===== config.mk =====
export PLATFORM = sky130hd
export DESIGN_NAME = ppu_vram_port
export DESIGN_NICKNAME = d
export VERILOG_FILES = /design/src/rtl/ppu_vram_port.sv
export SDC_FILE = /design/constraint.sdc
export NUM_CORES = 1
export LEC_CHECK = 0
export ABC_AREA = 1
export BUFFER_PORTS_ARGS = -buffer_cell sky130_fd_sc_hd__buf_2
export CORE_UTILIZATION = 25
export DETAILED_ROUTE_END_ITERATION = 8
export PLACE_DENSITY = 0.47
export SLEW_MARGIN = 20
export SYNTH_ARGS = -nofsm -noshare
export SYNTH_HDL_FRONTEND = slang
export SYNTH_SLANG_ARGS = --single-unit

===== constraint.sdc =====
create_clock -name clk -period 2.19 [get_ports clk]
set_clock_uncertainty 0.1 [all_clocks]
set_input_delay 0.219 -clock clk [delete_from_list [all_inputs] [get_ports clk]]
set_output_delay 0.219 -clock clk [all_outputs]
set_load 0.01 [all_outputs]

===== src/rtl/ppu_vram_port.sv =====
// CPU-side PPUADDR/PPUDATA port: two-write address latch, buffered VRAM reads, mirrored CIRAM access.
// Optional VRAM_MIRROR_SEL_EN adds a runtime mirror_vert input; otherwise mirroring is fixed by VMIR.
module ppu_vram_port #(
  parameter int unsigned AW   = 14,
  parameter int unsigned NW   = 11,
  parameter int unsigned DW   = 8,
  parameter bit          VMIR = 1'b1
) (
  input  logic          clk,
  input  logic          reset,
  input  logic          cpu_sel,
  input  logic [2:0]    cpu_reg,
  input  logic          cpu_we,
  input  logic [DW-1:0] cpu_wdata,
  output logic [DW-1:0] cpu_rdata,
  input  logic          inc32,
  input  logic          w_clr,
  output logic          busy,
  output logic [AW-1:0] v_addr,
  output logic [NW-1:0] vram_addr,
  output logic          vram_we,
  output logic [DW-1:0] vram_wdata,
  input  logic [DW-1:0] vram_rdata
`ifdef VRAM_MIRROR_SEL_EN
  ,
  input  logic          mirror_vert
`endif
);

  typedef enum logic [1:0] {IDLE, WR, RD_ISSUE, RD_CAP} state_t;

  localparam logic [AW-1:0] NT_LO = AW'('h2000);
  localparam logic [AW-1:0] NT_HI = AW'('h3EFF);

  state_t        state;
  logic [AW-1:0] v;
  logic [AW-1:0] t;
  logic          w;
  logic [DW-1:0] read_buf;
  logic          rd_hit;

  logic          mirror_v_c;
  logic          addr_wr_c;
  logic          data_acc_c;
  logic          w_eff_c;
  logic          in_nt_c;
  logic [NW-1:0] ciram_c;
  logic [AW-1:0] inc_c;

`ifdef VRAM_MIRROR_SEL_EN
  assign mirror_v_c = mirror_vert;
`else
  assign mirror_v_c = VMIR;
`endif

  // Request decode; anything arriving while busy is dropped.
  assign addr_wr_c  = cpu_sel & ~busy & cpu_we & (cpu_reg == 3'd6);
  assign data_acc_c = cpu_sel & ~busy & (cpu_reg == 3'd7);
  assign w_eff_c    = w & ~w_clr;
  assign in_nt_c    = (v >= NT_LO) && (v <= NT_HI);
  assign ciram_c    = NW'({(mirror_v_c ? v[10] : v[11]), v[9:0]});
  assign inc_c      = inc32 ? AW'(32) : AW'(1);

  assign v_addr = v;

  always_ff @(posedge clk or posedge reset) begin
    if (reset) begin
      state      <= IDLE;
      v          <= '0;
      t          <= '0;
      w          <= 1'b0;
      read_buf   <= '0;
      rd_hit     <= 1'b0;
      cpu_rdata  <= '0;
      busy       <= 1'b0;
      vram_addr  <= '0;
      vram_we    <= 1'b0;
      vram_wdata <= '0;
    end else begin
      vram_we <= 1'b0;
      if (w_clr) w <= 1'b0;
      case (state)
        IDLE: begin
          if (addr_wr_c) begin
            // A same-cycle PPUSTATUS read clears the toggle before this write uses it.
            if (!w_eff_c) begin
              t[AW-1:8] <= cpu_wdata[AW-9:0];
              w         <= 1'b1;
            end else begin
              t[7:0] <= cpu_wdata;
              v      <= {t[AW-1:8], cpu_wdata};
              w      <= 1'b0;
            end
          end else if (data_acc_c && cpu_we) begin
            vram_addr  <= ciram_c;
            vram_wdata <= cpu_wdata;
            vram_we    <= in_nt_c;
            busy       <= 1'b1;
            state      <= WR;
          end else if (data_acc_c) begin
            cpu_rdata <= read_buf;
            vram_addr <= ciram_c;
            rd_hit    <= in_nt_c;
            busy      <= 1'b1;
            state     <= RD_ISSUE;
          end
        end
        WR: begin
          v     <= v + inc_c;
          busy  <= 1'b0;
          state <= IDLE;
        end
        RD_ISSUE: begin
          v     <= v + inc_c;
          state <= RD_CAP;
        end
        RD_CAP: begin
          // CIRAM data for the address registered on accept is valid this cycle.
          read_buf <= rd_hit ? vram_rdata : '0;
          busy     <= 1'b0;
          state    <= IDLE;
        end
        default: begin
          busy  <= 1'b0;
          state <= IDLE;
        end
      endcase
    end
  end

endmodule

# After elaboration in Yosys (flattened, before gate mapping)
# Cells that the tools add are included.
# classes
addsub	1
order_cmp	2
eq_ne	9
muxes	22
n_bitwise	10
reduce_logical	15
# op_table
op	count
two-way mux 14 bit	2
case mux 14 bit (2 select lines)	1
two-way mux 11 bit	2
AND reduction 3 bit	5
adder 14 x 6 -> 14 bit	1
greater-or-equal comparator 14 bit (second input constant)	1
<= comparator 14 bit (second input constant)	1
two-way mux 1 bit	10
two-way mux 8 bit	1
== test 3 bit (second input constant)	2
two-way mux 2 bit	3
two-way mux 6 bit	1
!= test 2 bit (second input constant)	3
case mux 2 bit (3 select lines)	1
nonzero test 2 bit	3
bitwise AND 1 bit	5
NOT 1 bit	5
== test 2 bit (second input constant)	2
AND reduction 4 bit	1
OR reduction 2 bit	2
!= test 3 bit (second input constant)	1
== test 2 x 1 -> 1 bit (second input constant)	1
logical AND 1 bit	2
logical NOT 2 bit	1
other kinds (2)	2
# word_totals
regBits	61
in_bits	25
output_inout_bits	43
elab_cells	70

# Depth between registers and ports, before layout
# Gate-level depths: netlist of run 1.
# depth
word_depth	7
ltp_mapped	12
ltp_nobuf	12

# Worst setup path before layout of run 1
# No wires, ideal clock.
# synth_timing
kind	reg2reg
from	register state[0]
to	register cpu_rdata[2]
setup_time_ps	118
arrival_time_ps	1374
t_required_ps	1972
slack_ps	598
stages_incl_launch_ff	9
path_buffers	1
period_less_slack_ps	1592
path_cell_list	dfrtp_1 > inv_1 > ha_1 > inv_1 > nor2_8 > nand2_4 > buf_6 > nand2_1 > o21ai_2
# synth_between
elab_chain_cells	2
# synth_lines
item	line	rtl
start: declaration	35	state_t state;
start signal: assignment	68	state <= IDLE;
start signal: assignment	99	state <= WR;
start signal: assignment	105	state <= RD_ISSUE;
logical NOT 2 bit	82	case (state)
AND reduction 4 bit (no line)	--	
end signal: assignment	101	cpu_rdata <= read_buf;
end: declaration	15	output logic [DW-1:0] cpu_rdata,
# No other way between the ends.
# A chain may end at the register's enable or synchronous reset.

# Final worst setup path of run 1
# layout_timing
from	register state[0]
to	register v[10] (netlist: v_addr[10])
# layout_between
elab_chain_cells	4
word_cells_on_any_way	9
classes_between	eq/ne: 4; mux: 1; reduce/logical: 4
# layout_lines
item	line	rtl
== test 2 bit or == test 2 x 1 -> 1 bit (tied branches)	82	
OR reduction 2 bit (no line)	--	
nonzero test 2 bit (no line)	--	
AND reduction 3 bit (no line)	--	
end signal: assignment	91	v <= {t[AW-1:8], cpu_wdata};
end signal: assignment	109	v <= v + inc_c;
end signal: assignment	114	v <= v + inc_c;
end: declaration	36	logic [AW-1:0] v;
# Several ways; a longest one is shown, not always the timed one.

==> results.md, run 1 <==
- Status: complete, no violations
- CTS resizes: 0
- Synth cell count leaders: 115 x nand2_1, 61 x dfrtp_1, 45 x inv_1
- Final setup violation count: 0
- Worst hold path type: input pin to register
- Sequential area share after synthesis: 0.487
- Final Hold Viols: 0
- CTS Buf Count: 9
- Worst-Margin Slew: between 0.5 and 0.6 ns
- H-Tree Depth: 3
- LEAKAGE: 2.05 nW
- Hold buffer count at cts: 1
- Post-synth ARST share: 1.00
- Critical path origin: state[0]
- CTS clock-pin slew for the worst setup and hold paths: 0.05 ns
- # Max-Cap Violations: 0
- Die Y-Extent: 114 microns
- Synth Warn #: 0
- Ant. Diodes: 0
- Post-CTS setup buffer count: 0
- Cells on worst reg2reg path: 7
- Critical path class: register to register
- Worst-Skew Late Latency: 0.33 ns
- Tmin final: 1.72 ns
- Post-synth EDFFs: 0
- Ys flop type: dfrtp_1
- CTS tree: built
- Relative slew slack: 0.655
- Worst R2R End: v_addr[10]
- FP Rows: 40
- Via count: 2559
- Count leader, synth: nand2_1
- Cell taking the most area after synthesis: dfrtp_1
- Yosys cell types: 31
- Total GRT Usage: 0.129
- Placer Congestion: 0.804
- First-pass GRT wire length: 12.6 mm
- Input/output buffers: 67
- DR iter-0 viols: 147
- Clock tree sinks: 61
- Share of cells above drive strength 1: 0.269
- Reg2reg setup slack: 0.47 ns
- Worst Setup End Kind: register
- Synthesized area: 3140 sq um
- Setup crit start kind: register
- Tcrit/Tclk final: 0.787
- Unrepaired setup endpoints after global routing: no
- Crit path DAT: 1.89 ns
- DR vias/cell: 4.17
- Largest net degree at the start of global routing: 39
- Area growth, synth to finish: 24.3%
- Initial core utilization: 0.259
- Synth Register Bits: 61
- Max clock buf depth: 2
- Die area: 13000 sq um
- Critical Path End: v_addr[10]
- Worst vdd ir: about 0.44 mV
- Die Span X: 114 microns
- Mapped Nets: approximately 410
- DRC viols: 0
- DRT antenna net count: 0
- Synth top area cells: dfrtp_1 49%, nand2_1 14%, inv_1 5.4%, o21ai_2 5.3%, nand3_1 4.5%
- RR Startpoint: state[0]
- Grt ovf: 0
- Routed length per instance: between 10 and 15 microns
- Root buf cell: clkbuf_16
- DP Wirelength: 5.68 mm
- TritonRoute pass-1 iters: 4
- Mean area per synthesized cell: ~8.4 sq um
- Max Fanout on Critical Path: 16
- Initial antenna violation count: 0
- Core area: around 12000 sq um
- Vias in the first global route: 2471
- Pwr dens: 1400 nW/um^2
- Final Max Slew Viols: 0
- Fillers: ~1400
- CP required: about 2.4 ns
- Fmax: 580 MHz
- Cell count after synthesis: roughly 370
- Ports: between 60 and 70
- Post-Route WL: 7.58 mm
- Post-synth top area share: 0.487
- Placed cell count: approximately 600
- Cell Count, Final, Fillers Out: 614
- Final setup TNS: 0 ns
- Nets: 477
[metrics by stage]
stage	util	total power (W)	hold WS (ns)	instance area, sq um	setup WS, ns
6_report	0.322	0.00546	0.0295	3900	0.467
5_1_grt	0.322	0.00597	0.0556	3900	0.261
4_1_cts	0.322	0.00555	0.0273	3900	0.448
3_5_place_dp	0.298	0.00420	0.194	3610	0.458
3_3_place_gp	0.298	0.00418	0.198	3610	0.459
2_1_floorplan	-	0.00354	0.269	3140	0.358
[placed cells by master (no fill, tap or decap), drive strengths merged]
cell type	instances
clkinv	1
nor2	24
xor2	2
or2	2
nand3b	1
o21bai	1
nand4	1
o21ai	56
nor3	2
clkbuf	14
a21oi	2
nand3	31
o211ai	1
buf	70
dlygate4sd3	1
ha	10
nand2	118
dfrtp	61
inv	48
[state kept, by name, summed over array words and instances (netlist names)]
name,count
v_addr,14
vram_addr,11
cpu_rdata,8
read_buf,8
vram_wdata,8
t,6
state,2
busy,1
rd_hit,1
vram_we,1
w,1
[worst max-delay path, cell delays in order, from the launching register on]
cell and delay, ns:
dfrtp_1 0.41, inv_1 0.10, ha_1 0.27, nand2_1 0.13, nand3_4 0.22, nor2_1 0.24
o21ai_0 0.12, nand2_1 0.08
[layer usage]
layer / vias to the layer above / part of all wire / global-route usage
met5: - / 0 / 0
met4: 0 / 0.023 / 0.0701
met3: 13 / 0.045 / 0.0234
met2: 49 / 0.44 / 0.196
met1: 1179 / 0.50 / 0.173
li1: 1318 / - / -
[layout make-up]
| type | instances | area, sq um | share of cell area |
|---|---|---|---|
| well taps | 168 | 210 | 0.0539 |
| clock buffers | 14 | 274 | 0.0703 |
| repair buffers | 71 | 368 | 0.0944 |
| multi-input cells | 251 | 1330 | 0.341 |
| clock inverters | 1 | 5.00 | 0.00128 |
| inverters | 48 | 183 | 0.0469 |
| flip-flops and latches | 61 | 1530 | 0.392 |
[worst min path at each step]
stage | from | end | slack, ns | cells past startpoint
after floorplan | vram_rdata[0] | read_buf[0] | 0.27 | 2
after CTS | vram_rdata[0] | read_buf[0] | 0.03 | 3
final | vram_rdata[0] | read_buf[0] | 0.03 | 3
after global routing | vram_rdata[0] | read_buf[0] | 0.06 | 3
after global placement | reset | vram_addr[1] | 0.20 | 3
after detailed placement | reset | vram_addr[0] | 0.19 | 3
[cell families (layout without fill, tap and decap cells)]
family / after synthesis / count (layout) / synth area share
AND/OR/NAND/NOR: 179 / 179 / 0.259
flip-flops: 61 / 61 / 0.487
buffers and inverters: 61 / 134 / 0.0890
AO/OA/AOI/OAI: 60 / 60 / 0.120
adder cells (fa/ha/maj): 10 / 10 / 0.0399
XOR/XNOR: 2 / 2 / 0.00559
[power by group]
part | internal, W | switching, W
Sequential | 0.00158 | 0.000338
Combinational | 0.000833 | 0.00139
Clock | 0.000849 | 0.000471
Note: power is estimated with default switching activity, not from simulation.
==> run 2: changes to the inputs <==
--- a/config.mk
+++ b/config.mk
@@ -5,7 +5,7 @@
 export SDC_FILE = /design/constraint.sdc
 export NUM_CORES = 1
 export LEC_CHECK = 0
-export ABC_AREA = 1
+export ABC_AREA = 0
 export BUFFER_PORTS_ARGS = -buffer_cell sky130_fd_sc_hd__buf_2
 export CORE_UTILIZATION = 25
 export DETAILED_ROUTE_END_ITERATION = 8
==> constraint.sdc (replaced) <==
create_clock -name clk -period 1.68 [get_ports clk]
set_clock_uncertainty 0.1 [all_clocks]
set_input_delay 0.168 -clock clk [delete_from_list [all_inputs] [get_ports clk]]
set_output_delay 0.168 -clock clk [all_outputs]
set_load 0.01 [all_outputs]
==> results.md, run 2 <==
- Largest net degree at the start of global routing: 62 (+59%)
- RR Startpoint: busy
- Mean area per synthesized cell: 10.9 sq um (+30%)
- Pwr dens: 842 nW/um^2 (-40%)
- Setup crit start kind: register
- Hold-critical path depth: 2 (-1)
- Yosys cell types: 40 (+29%)
- Final Hold Viols: 0 (unchanged)
- DRT antenna net count: 0 (unchanged)
- Critical path class: register to register
- Max stage delay cell, worst path: dfrtp_1
- DR vias/cell: 4.51 (+8.2%)
- Synth top area cells: dfrtp_1 53%, mux2_2 9.9%, a21oi_1 4.4%, ha_1 4.4%, nand2_1 3.9%
- DRC viols: 0 (unchanged)
- Unrepaired setup endpoints after global routing: yes
- Input/output buffers: 67 (unchanged)
- Final instance area: 4220 sq um (+8.4%)
- Crit path DAT: 1.85 ns (-0.04 ns)
- Largest stage delay on the critical path: 0.37 ns (-0.04 ns)
- Gate power share: 0.062 (-0.345)
- Max Fanout on Critical Path: 6 (-10)
- Total GRT Usage: 0.137 (+0.00780)
- Mapped Nets: 296 (-27%)
- Post-synth EDFFs: 0 (unchanged)
- Initial antenna violation count: 0 (unchanged)
- Synth Register Bits: 61 (unchanged)
- Switching power: 0.000794 W (-64%)
- Fillers: 1071 (-21%)
- Ports: 68 (unchanged)
- Cells along the critical path: and4b_2 -> nand2_2 -> a21oi_4 -> buf_4 -> buf_6 -> a21oi_2 -> a21oi_1
- Commonest cells after routing, fill and taps aside: 68 x buf_2, 60 x dfrtp_1, 27 x nand2_1, 27 x buf_4, 25 x mux2_2
- DR iter-0 viols: 78 (-47%)
- CTS Buf Count: 9 (unchanged)
- Synth Warn #: 0 (unchanged)
- Post-synth top area share: 0.535 (+0.0478)
- Critical path's top delay family: compound AO/OA/AOI/OAI gates
- Placed cell count: 489 (-18%)
- Synth cell count leaders: 61 x dfrtp_1, 30 x nand2_1, 25 x a21oi_1, 25 x mux2_2, 21 x o21ai_0
- # Max-Cap Violations: 0 (unchanged)
- Cell area after placement: 3630 sq um (+0.73%)
- Count of buffer and inverter cells on the critical path: 2 (+1)
- Failing checks: setup timing
- Status: complete, but fails checks
- First-pass GRT wire length: 12.0 mm (-4.7%)
- Max clock buf depth: 2 (unchanged)
- Final Max Slew Viols: 0 (unchanged)
- Sequential cell area: 1530 sq um (about the same)
- Hold endpoint: vram_wdata[5]
- Final setup violation count: 2 (+2)
- Count leader, synth: dfrtp_1
- Worst-Margin Slew: 0.338 ns (-0.179 ns)
- Ant. Diodes: 0 (unchanged)
- Pint: 0.00276 W (-15%)
- CP required: 1.83 ns (-0.53 ns)
- Cell count after synthesis: 261 (-30%)
- Die Y-Extent: 109 microns (-4.5%)
- Routed length per instance: 14.8 microns (+20%)
- Max FFs per register: 14 (unchanged)
- FP Rows: 38 (-5.0%)
- H-Tree Depth: 3 (unchanged)
- Initial core utilization: 0.260 (+0.00108)
- Worst vdd ir: 0.364 mV (-18%)
- Sequential area share after synthesis: 0.535 (+0.0478)
- Cell taking the most area after synthesis: dfrtp_1
- Multi-input logic area: 1400 sq um (+5.5%)
- Final setup TNS: -0.0272 ns (-0.0272 ns)
- Share of cells above drive strength 1: 0.511 (+0.242)
- Relative slew slack: 0.774 (+0.120)
- Via count: 2336 (-8.7%)
- DP Wirelength: 5.24 mm (-7.8%)
- Tcrit/Tclk final: 1.01 (+0.225)
- Cells on worst reg2reg path: 7 (unchanged)
- Die area: 11900 sq um (-8.8%)
- Sw Ratio: 0.223 (-0.180)
- Most common cell after layout, fill and taps aside: buf_2
- CTS tree: built
- Reg2reg setup slack: -0.02 ns (-0.49 ns)
- Synthesized area: 2860 sq um (-8.9%)
- Worst R2R End: v_addr[13]
- Final WS setup: -0.0197 ns (-0.486 ns)
- Hold Slack: 0.0136 ns (-0.0159 ns)
- Clock tree sinks: 61 (unchanged)
- Core area: 11000 sq um (-9.3%)
- Cell Count, Final, Fillers Out: 518 (-16%)
- Worst hold path type: input pin to register
- Flop pwr share: 0.419 (+0.068)
- Placer Congestion: 0.768 (-4.4%)
- Worst-Skew Late Latency: 0.33 ns (about the same)
- Die Span X: 109 microns (-4.5%)
- Post-Route WL: 7.66 mm (+1.0%)
- Hold Path Origin: cpu_wdata[5]
- Fmax: 588 MHz (+1.4%)
- Clock share of power: 0.519 (+0.277)
- LEAKAGE: 2.07 nW (+0.67%)
- Ys flop type: dfrtp_1
- Grt ovf: 0 (unchanged)
- Root buf cell: clkbuf_16
- Post-synth ARST share: 1.00 (unchanged)
- Vias in the first global route: 2275 (-7.9%)
- Worst Setup End Kind: register
- CTS clock-pin slew for the worst setup and hold paths: 0.05 ns (about the same)
- Nets: 408 (-14%)
- Total power: 0.00356 W (-35%)
- TritonRoute pass-1 iters: 4 (unchanged)
- Tmin final: 1.70 ns (-0.0236 ns)
- Area growth, synth to finish: 47.9%
[run 2: cell count changes in the layout (fill, tap and decap cells not counted), sizes merged, moves of 19 or more]
cell,previous run,this run
o21ai,56,30
nand3,31,12
inv,48,12
a21oi,2,26
mux2,0,25
nand2,118,30
buf,70,105
[run 2: what timing repair did]
item	CTS	global route
endpoints found under the hold margin	69	0
hold buffers	9	0
gates resized for setup	12	33
buffers inserted	0	4
setup endpoints to repair	27	25
cloned	0	1
pin swaps	7	13
[run 2: layer usage]
metal | global-route usage | part of all wire | vias up
met5 | 0 | 0 | -
met4 | 0.0637 | 0.019 | 0
met3 | 0.0293 | 0.039 | 11
met2 | 0.202 | 0.46 | 45
met1 | 0.189 | 0.48 | 1133
li1 | - | - | 1147
[run 2: cell type report]
class	count	area share
tap	140	0.0415
timing repair buffer	114	0.183
clock buffer	11	0.0575
inverter	13	0.0124
clock inverter	5	0.0119
multi-input combinational	174	0.332
sequential	61	0.362
[run 2: worst max-delay path by stage]
stage / start / end / slack, ns / depth (start not counted)
6_report: busy / v_addr[13] / -0.02 / 7
5_1_grt: v_addr[0] / v_addr[10] / -0.1 / 7
4_1_cts: v_addr[5] / v_addr[11] / -0.01 / 6
3_5_place_dp: busy / vram_wdata[3] / -0.09 / 4
3_3_place_gp: busy / vram_wdata[3] / -0.06 / 4
2_1_floorplan: v_addr[5] / v_addr[11] / -0.07 / 6
[run 2: power by group through the flow]
stage | clock (W) | combinational (W) | sequential (W)
floorplan | 0 | 0.0000716 | 0.00152
global placement | 0 | 0.000186 | 0.00151
detailed placement | 0 | 0.000188 | 0.00151
CTS | 0.00188 | 0.000210 | 0.00149
global route | 0.00196 | 0.000246 | 0.00149
finish | 0.00185 | 0.000219 | 0.00149
[run 2: worst register-to-register path, stage by stage (launching register included)]
cell	delay [ns]
dfrtp_1	0.37
and4b_2	0.35
nand2_2	0.09
a21oi_4	0.29
buf_4	0.18
buf_6	0.09
a21oi_2	0.04
a21oi_1	0.12
[run 2: metrics by stage]
stage	util	setup WS (ns)
after CTS	0.369	-0.0114
after detailed placement	0.331	-0.0851
after global placement	0.331	-0.0646
after global routing	0.384	-0.0999
final	0.384	-0.0197
after floorplan	-	-0.0677
[run 2: cell families after synthesis]
family,after synthesis,synth area share
AO/OA/AOI/OAI,69,0.147
AND/OR/NAND/NOR,66,0.118
flip-flops,61,0.535
multiplexers,28,0.109
buffers and inverters,26,0.0447
adder cells (fa/ha/maj),10,0.0438
XOR/XNOR,1,0.00307
